==> config.mk <==
export PLATFORM = sky130hd
export DESIGN_NAME = tlu_fifo_arbiter
export DESIGN_NICKNAME = d
export VERILOG_FILES = /design/src/rtl/tlu_fifo_arbiter.sv
export SDC_FILE = /design/constraint.sdc
export NUM_CORES = 1
export LEC_CHECK = 0
export ABC_AREA = 1
export CAP_MARGIN = 20
export CORE_MARGIN = 3
export CORE_UTILIZATION = 42
export CTS_CLUSTER_SIZE = 40
export DETAILED_ROUTE_END_ITERATION = 8
export PLACE_DENSITY_LB_ADDON = 0.2
export SYNTH_ARGS = -nofsm -noshare
export SYNTH_HDL_FRONTEND = slang
export SYNTH_SLANG_ARGS = --single-unit
==> constraint.sdc <==
create_clock -name BUS_CLK -period 4.6 [get_ports BUS_CLK]
set_input_delay 1.15 -clock BUS_CLK [delete_from_list [all_inputs] [get_ports BUS_CLK]]
set_output_delay 1.15 -clock BUS_CLK [all_outputs]
set_load 0.02 [all_outputs]
==> src/rtl/tlu_fifo_arbiter.sv <==
// Merges N first-word-fall-through source FIFOs into one registered DW-bit readout stream.
// Optional build macro TLU_ARB_SRC_TAG_EN adds OUT_SRC, the source index of the word in OUT_DATA.
module tlu_fifo_arbiter #(
  parameter int N_SRC     = 4,
  parameter int MAX_BURST = 16,
  parameter int DW        = 32,
  localparam int IW       = (N_SRC > 1) ? $clog2(N_SRC) : 1
) (
  input  logic                  BUS_CLK,
  input  logic                  BUS_RST_N,
  input  logic                  ENABLE,
  input  logic [N_SRC-1:0]      SRC_EMPTY,
  input  logic [N_SRC*DW-1:0]   SRC_DATA,
  input  logic [N_SRC-1:0]      SRC_PREEMPT_REQ,
  output logic [N_SRC-1:0]      SRC_READ,
  output logic                  OUT_VALID,
  output logic [DW-1:0]         OUT_DATA,
  input  logic                  OUT_READY,
  output logic [IW-1:0]         GRANT_IDX,
  output logic                  BUSY,
`ifdef TLU_ARB_SRC_TAG_EN
  output logic [IW-1:0]         OUT_SRC,
`endif
  output logic                  DBG_STATE
);

  // Handshake: a word moves to the sink in any cycle where OUT_VALID && OUT_READY;
  // a source word is popped in any cycle where its SRC_READ bit is high (FWFT head consumed).
  typedef enum logic {S_IDLE = 1'b0, S_GRANT = 1'b1} state_t;

  localparam logic [8:0] MAXB = 9'(MAX_BURST);

  state_t           r_state;
  state_t           w_state_nxt;
  logic [IW-1:0]    r_grant;
  logic [7:0]       r_cnt;
  logic             r_valid;
  logic [DW-1:0]    r_data;

  logic             w_any;
  logic             w_pre_hit;
  logic [IW-1:0]    w_pre_idx;
  logic [IW-1:0]    w_rr_idx;
  logic [IW-1:0]    w_sel_idx;
  logic             w_other_pre;
  logic             w_pre_g;
  logic             w_empty_g;
  logic             w_can_load;
  logic             w_cap_now;
  logic             w_cap_next;
  logic             w_rel_now;
  logic             w_pop;
  logic [N_SRC-1:0] w_read;
  logic [DW-1:0]    w_src_word;

  assign w_any      = |(~SRC_EMPTY);
  assign w_pre_g    = SRC_PREEMPT_REQ[r_grant];
  assign w_empty_g  = SRC_EMPTY[r_grant];
  assign w_can_load = !r_valid || OUT_READY;
  assign w_src_word = SRC_DATA[r_grant*DW +: DW];
  assign w_sel_idx  = w_pre_hit ? w_pre_idx : w_rr_idx;

  // Descending scans so the lowest preempt index and the nearest round-robin successor win.
  always_comb begin
    w_pre_hit   = 1'b0;
    w_pre_idx   = '0;
    w_rr_idx    = r_grant;
    w_other_pre = 1'b0;
    for (int i = N_SRC - 1; i >= 0; i--) begin
      if (SRC_PREEMPT_REQ[i] && !SRC_EMPTY[i]) begin
        w_pre_hit = 1'b1;
        w_pre_idx = IW'(i);
        if (IW'(i) != r_grant) w_other_pre = 1'b1;
      end
    end
    for (int k = N_SRC; k >= 1; k--) begin
      if (!SRC_EMPTY[(int'(r_grant) + k) % N_SRC]) w_rr_idx = IW'((int'(r_grant) + k) % N_SRC);
    end
  end

  // A preempting owner ignores both the burst cap and other requesters.
  assign w_cap_now  = ({1'b0, r_cnt} >= MAXB) && !w_pre_g;
  assign w_cap_next = (({1'b0, r_cnt} + 9'd1) >= MAXB) && !w_pre_g;
  assign w_rel_now  = w_empty_g || !ENABLE || (w_other_pre && !w_pre_g) || w_cap_now;

  always_comb begin
    w_state_nxt = r_state;
    w_pop       = 1'b0;
    w_read      = '0;
    case (r_state)
      S_IDLE: begin
        if (ENABLE && w_any) w_state_nxt = S_GRANT;
      end
      S_GRANT: begin
        if (w_rel_now) begin
          w_state_nxt = S_IDLE;
        end else if (w_can_load) begin
          w_pop = 1'b1;
          if (w_cap_next) w_state_nxt = S_IDLE;
        end
      end
      default: w_state_nxt = S_IDLE;
    endcase
    w_read[r_grant] = w_pop;
  end

  always_ff @(posedge BUS_CLK or negedge BUS_RST_N) begin
    if (!BUS_RST_N) begin
      r_state <= S_IDLE;
      r_grant <= IW'(N_SRC - 1);
      r_cnt   <= '0;
    end else begin
      r_state <= w_state_nxt;
      if (r_state == S_IDLE) begin
        r_cnt <= '0;
        if (w_state_nxt == S_GRANT) r_grant <= w_sel_idx;
      end else if (w_pop && ({1'b0, r_cnt} < MAXB)) begin
        r_cnt <= r_cnt + 8'd1;
      end
    end
  end

  always_ff @(posedge BUS_CLK or negedge BUS_RST_N) begin
    if (!BUS_RST_N) begin
      r_valid <= 1'b0;
      r_data  <= '0;
    end else if (w_pop) begin
      r_valid <= 1'b1;
      r_data  <= w_src_word;
    end else if (OUT_READY) begin
      r_valid <= 1'b0;
    end
  end

`ifdef TLU_ARB_SRC_TAG_EN
  logic [IW-1:0] r_src;
  always_ff @(posedge BUS_CLK or negedge BUS_RST_N) begin
    if (!BUS_RST_N)  r_src <= '0;
    else if (w_pop)  r_src <= r_grant;
  end
  assign OUT_SRC = r_src;
`else
  // Untagged build: OUT_DATA carries the raw source word and nothing else.
`endif

  assign SRC_READ  = w_read;
  assign OUT_VALID = r_valid;
  assign OUT_DATA  = r_data;
  assign GRANT_IDX = r_grant;
  assign BUSY      = (r_state != S_IDLE) || r_valid;
  assign DBG_STATE = r_state;

endmodule

* After elaboration in Yosys (flattened, before gate mapping)
Index checks and enable logic that the tools add are counted.
Operators by class: add/sub/neg operators 6, multipliers 0, div/mod/pow operators 0, order comparisons 9, eq/ne operators 5, shift-type cells 1, mux-type cells 51, bitwise gates (word level) 7, reductions and logical operators 30
Operators with widths (count):
- 128-bit by 8-bit variable part select with 32-bit output | 1
- 1-bit two-way mux | 32
- 2-bit two-way mux | 9
- 3-bit by 4-bit < comparator with 1-bit output, second input constant | 4
- 8-bit two-way mux | 2
- 1-bit binary-select mux with 2-bit select | 6
- 1-bit logical AND | 10
- 8-bit by 1-bit adder with 9-bit output, second input constant | 1
- 9-bit by 5-bit greater-or-equal comparator with 1-bit output, second input constant | 1
- 8-bit by 1-bit adder with 8-bit output, second input constant | 1
- 8-bit by 5-bit greater-or-equal comparator with 1-bit output, second input constant | 1
- 8-bit by 5-bit < comparator with 1-bit output, second input constant | 1
- 2-bit OR reduction | 4
- 1-bit logical NOT | 7
- 1-bit logical OR | 5
- 5-bit != test, second input constant | 1
- 2-bit by 1-bit adder with 2-bit output, second input constant | 2
- 2-bit adder, second input constant | 2
- 1-bit bitwise AND, first input constant | 4
- 4-bit bitwise AND | 1
- 2-bit != test, first input constant | 2
- 4-bit NOT | 1
- 2-bit nonzero test | 2
- 4-bit OR reduction | 1
- other kinds (8) | 8
Storage, ports and cells: register bits 44, bits in latches 0, RAM bits 0, bits in read-only memories 0, input port bits 140, output and inout bits 41, word-level logic and storage cells 114, memories 0

* Depth between registers and ports, before layout
depth in word-level cells 17, depth in mapped cells 18, mapped depth without buffers 15

* Least setup slack after synthesis
Ideal clock, no wire load.
path kind input port to output port, start input port SRC_EMPTY[2], end output port SRC_READ[0], arrival time 2.274 ns, data required time 3.450 ns, setup slack 1.176 ns, cell stages on the path 10, buffers on the path 1, cell sequence inv_1 -> o21ai_1 -> nand2_1 -> nand3_1 -> nor2_1 -> nand2_2 -> nor2_8 -> inv_4 -> buf_6 -> nor2_1
On the way: cells in the longest elaborated chain, start to end 13, elaborated cells on any way between the ends 16, those cells by class 9 x mux; 1 x bitwise; 6 x reduce/logical
RTL lines:
- start, declared | line 12 | input logic [N_SRC-1:0] SRC_EMPTY,
- 1-bit logical NOT | line 70 | if (SRC_PREEMPT_REQ[i] && !SRC_EMPTY[i]) begin
- 1-bit logical AND | line 70
- 1-bit two-way mux | line 70
- 1-bit two-way mux | line 73 | if (IW'(i) != r_grant) w_other_pre = 1'b1;
- 1-bit two-way mux | line 70
- 1-bit two-way mux | line 73
- 1-bit two-way mux | line 70
- 1-bit logical AND | line 84 | assign w_rel_now = w_empty_g || !ENABLE || (w_other_pre && !w_pre_g) || w_cap_now;
- 1-bit logical OR (*) (2 in series) | line 84
- 1-bit two-way mux (*) | line 95 | if (w_rel_now) begin
- 1-bit two-way mux (*) | line 90 | case (r_state)
- 4-bit bitwise AND (no source line) (*)
- end, declared | line 15 | output logic [N_SRC-1:0] SRC_READ,
Every way passes the cells marked *; elsewhere a longest branch is shown, timed or not. The select of a mux whose other input is x is not followed.

* Worst setup path in the final report
start input port SRC_EMPTY[2], end output port SRC_READ[3]
Same word-level chain as after synthesis.

==> metrics.txt <==
outcome complete, no violations; Hold Crit Class reg -> reg; fmax 237 MHz; YS warnings 0; top cells by count, synth nand2_1, nor2_1, o21ai_0; Crit path depth 11; max-slew violations 0; final setup fails 0; fillers 630; Min Hold Slack between 0.4 and 0.5 ns; crit start category input port; placed inst area ~0.005 mm^2; count of cell types in the netlist 26; CP max-delay cell clkdlybuf4s50_1; gpl congestion 0.795; final WL slightly above 10,000 um; Hold Fails Final Rpt 0; maximum clock path buffer count 2; die span in x 93.3 um; syn avg cell area 6.40 um^2; post-layout min period roughly 4.2 ns; routed vias/inst about 5.1; Hold Buf Count CTS 0; Slew @ Worst Pin roughly 0.97 ns; htree depth 2; # port buffers between 150 and 200; VDD IR max approximately 0.22 mV; Worst EP arrival 3.08 ns; post-synth top area share between 30% and 40%; total die area 0.00870 mm^2; # Post-CTS Setup Buffers 0; Starting Density ~44%; most common cell in the synthesized netlist nand2_1; Layout area overhead 59.1%; Row Count 31; Setup CP Type in -> out; mapped cell area around 0.0032 mm^2; CP Capture Type output port; worst path bufs/invs 4; flip-flop and latch count after synthesis 44; Post-Syn Nets between 600 and 700; Final Skew roughly 0.0035 ns; drt drc 0; post-cts sizing count 0; crit path from SRC_EMPTY[2]; Crit Reg-Reg Startpoint GRANT_IDX[1]; layout cells sized above 1 4.22%; Overall Power approximately 2.4 mW; Clock Pin Slew Worst Setup and Hold Paths approximately 0.080 ns; Die Ht 93.3 um; register area share after synthesis about 34%; max-cap viol count 0; core area ~0.0073 mm^2; reg2reg path depth 14; worst r2r dst r_cnt[4]; CTS Buf Count 5; IO Count 181; Synth area leader dfrtp_1; initial antenna violation count 0; DRT iter0 DRCs between 100 and 150; Antenna diodes 0; Slew headroom 35.6%; unrepaired setup endpoints after global routing false; crit share post-route 91.9%; pwr dens between 400 and 500 mW/mm^2; TritonCTS clock tree done; Total Routing Usage GR between 20% and 30%; Crit path required time around 3.5 ns; first-pass GRT wire length around 17,000 um; Worst Setup EP SRC_READ[3]; Leakage Power 2.31 nW; nets@finish 809; Post-synth top flop dfrtp_1; EDFF count, synth 0; setup_tns 0 ns; wire per inst 13.6 um; R2R Setup Slk ~2.0 ns; worst-path maximum fanout 5; Sink Count 44; CP delay by family, top buffers and inverters; Worst path max stage delay around 0.6 ns; final core occ 69.4%; post-synthesis instance total 500; Final ANT Viol Nets 0; drt pass-1 iters 5; vias in the first global route around 3,800; Root Driver clkbuf_8; largest net degree at the start of global routing between 40 and 50; FFs w/ async S/R, synth between 90% and 100%; clock latency on the worst-skew pair roughly 0.29 ns; Synth area leaders dfrtp_1, nand2_1, o21ai_0, nor2_1, o22ai_1; total number of vias 3,869; total congestion overflow 0; fin area 0.00509 mm^2; crit-path cells clkdlybuf4s50_1 -> inv_1 -> o21ai_1 -> nand2_1 -> nand3_1 -> nor2_1 -> nand2_2 -> nor2_8 -> inv_4 -> nor2_1 -> clkdlybuf4s50_1; hpwl dp roughly 8000 um
[layout by cell type (no fill, tap or decap), types with 7 or more instances in the layout]
cell,count
clkdlybuf4s50_1,179
nand2_1,153
nor2_1,82
o21ai_0,68
dfrtp_1,42
o22ai_1,32
inv_1,30
nand3_1,21
o211ai_1,7
[tightest hold or removal path: stages, from the launching register on]
cell     delay, ns
dfrtp_1       0.35
nand2_1       0.05
nand2_1       0.04
[through the flow]
stage | worst slack, ns | instances
after detailed placement | 0.376 | 755
after floorplan | 1.18 | 500
after CTS | 0.368 | 763
after global routing | 0.187 | 763
final | 0.372 | 763
after global placement | 0.416 | 755
[worst min path at each step]
stage,startpoint,endpoint,cells past startpoint
final,OUT_DATA[4],OUT_DATA[4],2
after global routing,OUT_DATA[5],OUT_DATA[5],2
after CTS,OUT_DATA[4],OUT_DATA[4],2
after detailed placement,OUT_DATA[4],OUT_DATA[4],2
after global placement,OUT_DATA[18],OUT_DATA[18],2
after floorplan,r_cnt[5],r_cnt[5],2
[per-layer routing]
| layer | wire [um] | track usage, % | up-vias |
|---|---|---|---|
| li1 | - | - | 1952 |
| met1 | 4050 | 27.1 | 1738 |
| met2 | 5140 | 42.2 | 155 |
| met3 | 909 | 7.16 | 24 |
| met4 | 261 | 8.42 | 0 |
| met5 | 0 | 0 | - |
[registers in the layout, summed over array words and instances (netlist names)]
signal,flops
OUT_VALID,1
DBG_STATE,1
OUT_DATA,32
r_cnt,8
GRANT_IDX,2
[logic make-up after synthesis]
family,Yosys count,synth area share (%)
AO/OA/AOI/OAI,118,20.4
XOR/XNOR,1,0.274
flip-flops,44,34.5
adder cells (fa/ha/maj),6,2.35
buffers and inverters,67,9.69
AND/OR/NAND/NOR,264,32.8
[power by group]
group / leakage (nW) / internal, mW / switching, mW
logic: 1.70 / 0.643 / 0.899
clock network: 0.0445 / 0.122 / 0.127
registers: 0.564 / 0.532 / 0.0871
[cell type report]
cell class | instances | area, um^2 | share of cell area [%]
clock buffer | 7 | 86.3 | 1.70
clock inverter | 1 | 7.51 | 0.147
inverter | 37 | 141 | 2.78
multi-input combinational | 389 | 1790 | 35.1
sequential | 44 | 1100 | 21.7
tap | 99 | 124 | 2.43
timing repair buffer | 186 | 1840 | 36.2
(Power assumes the default switching activity.)
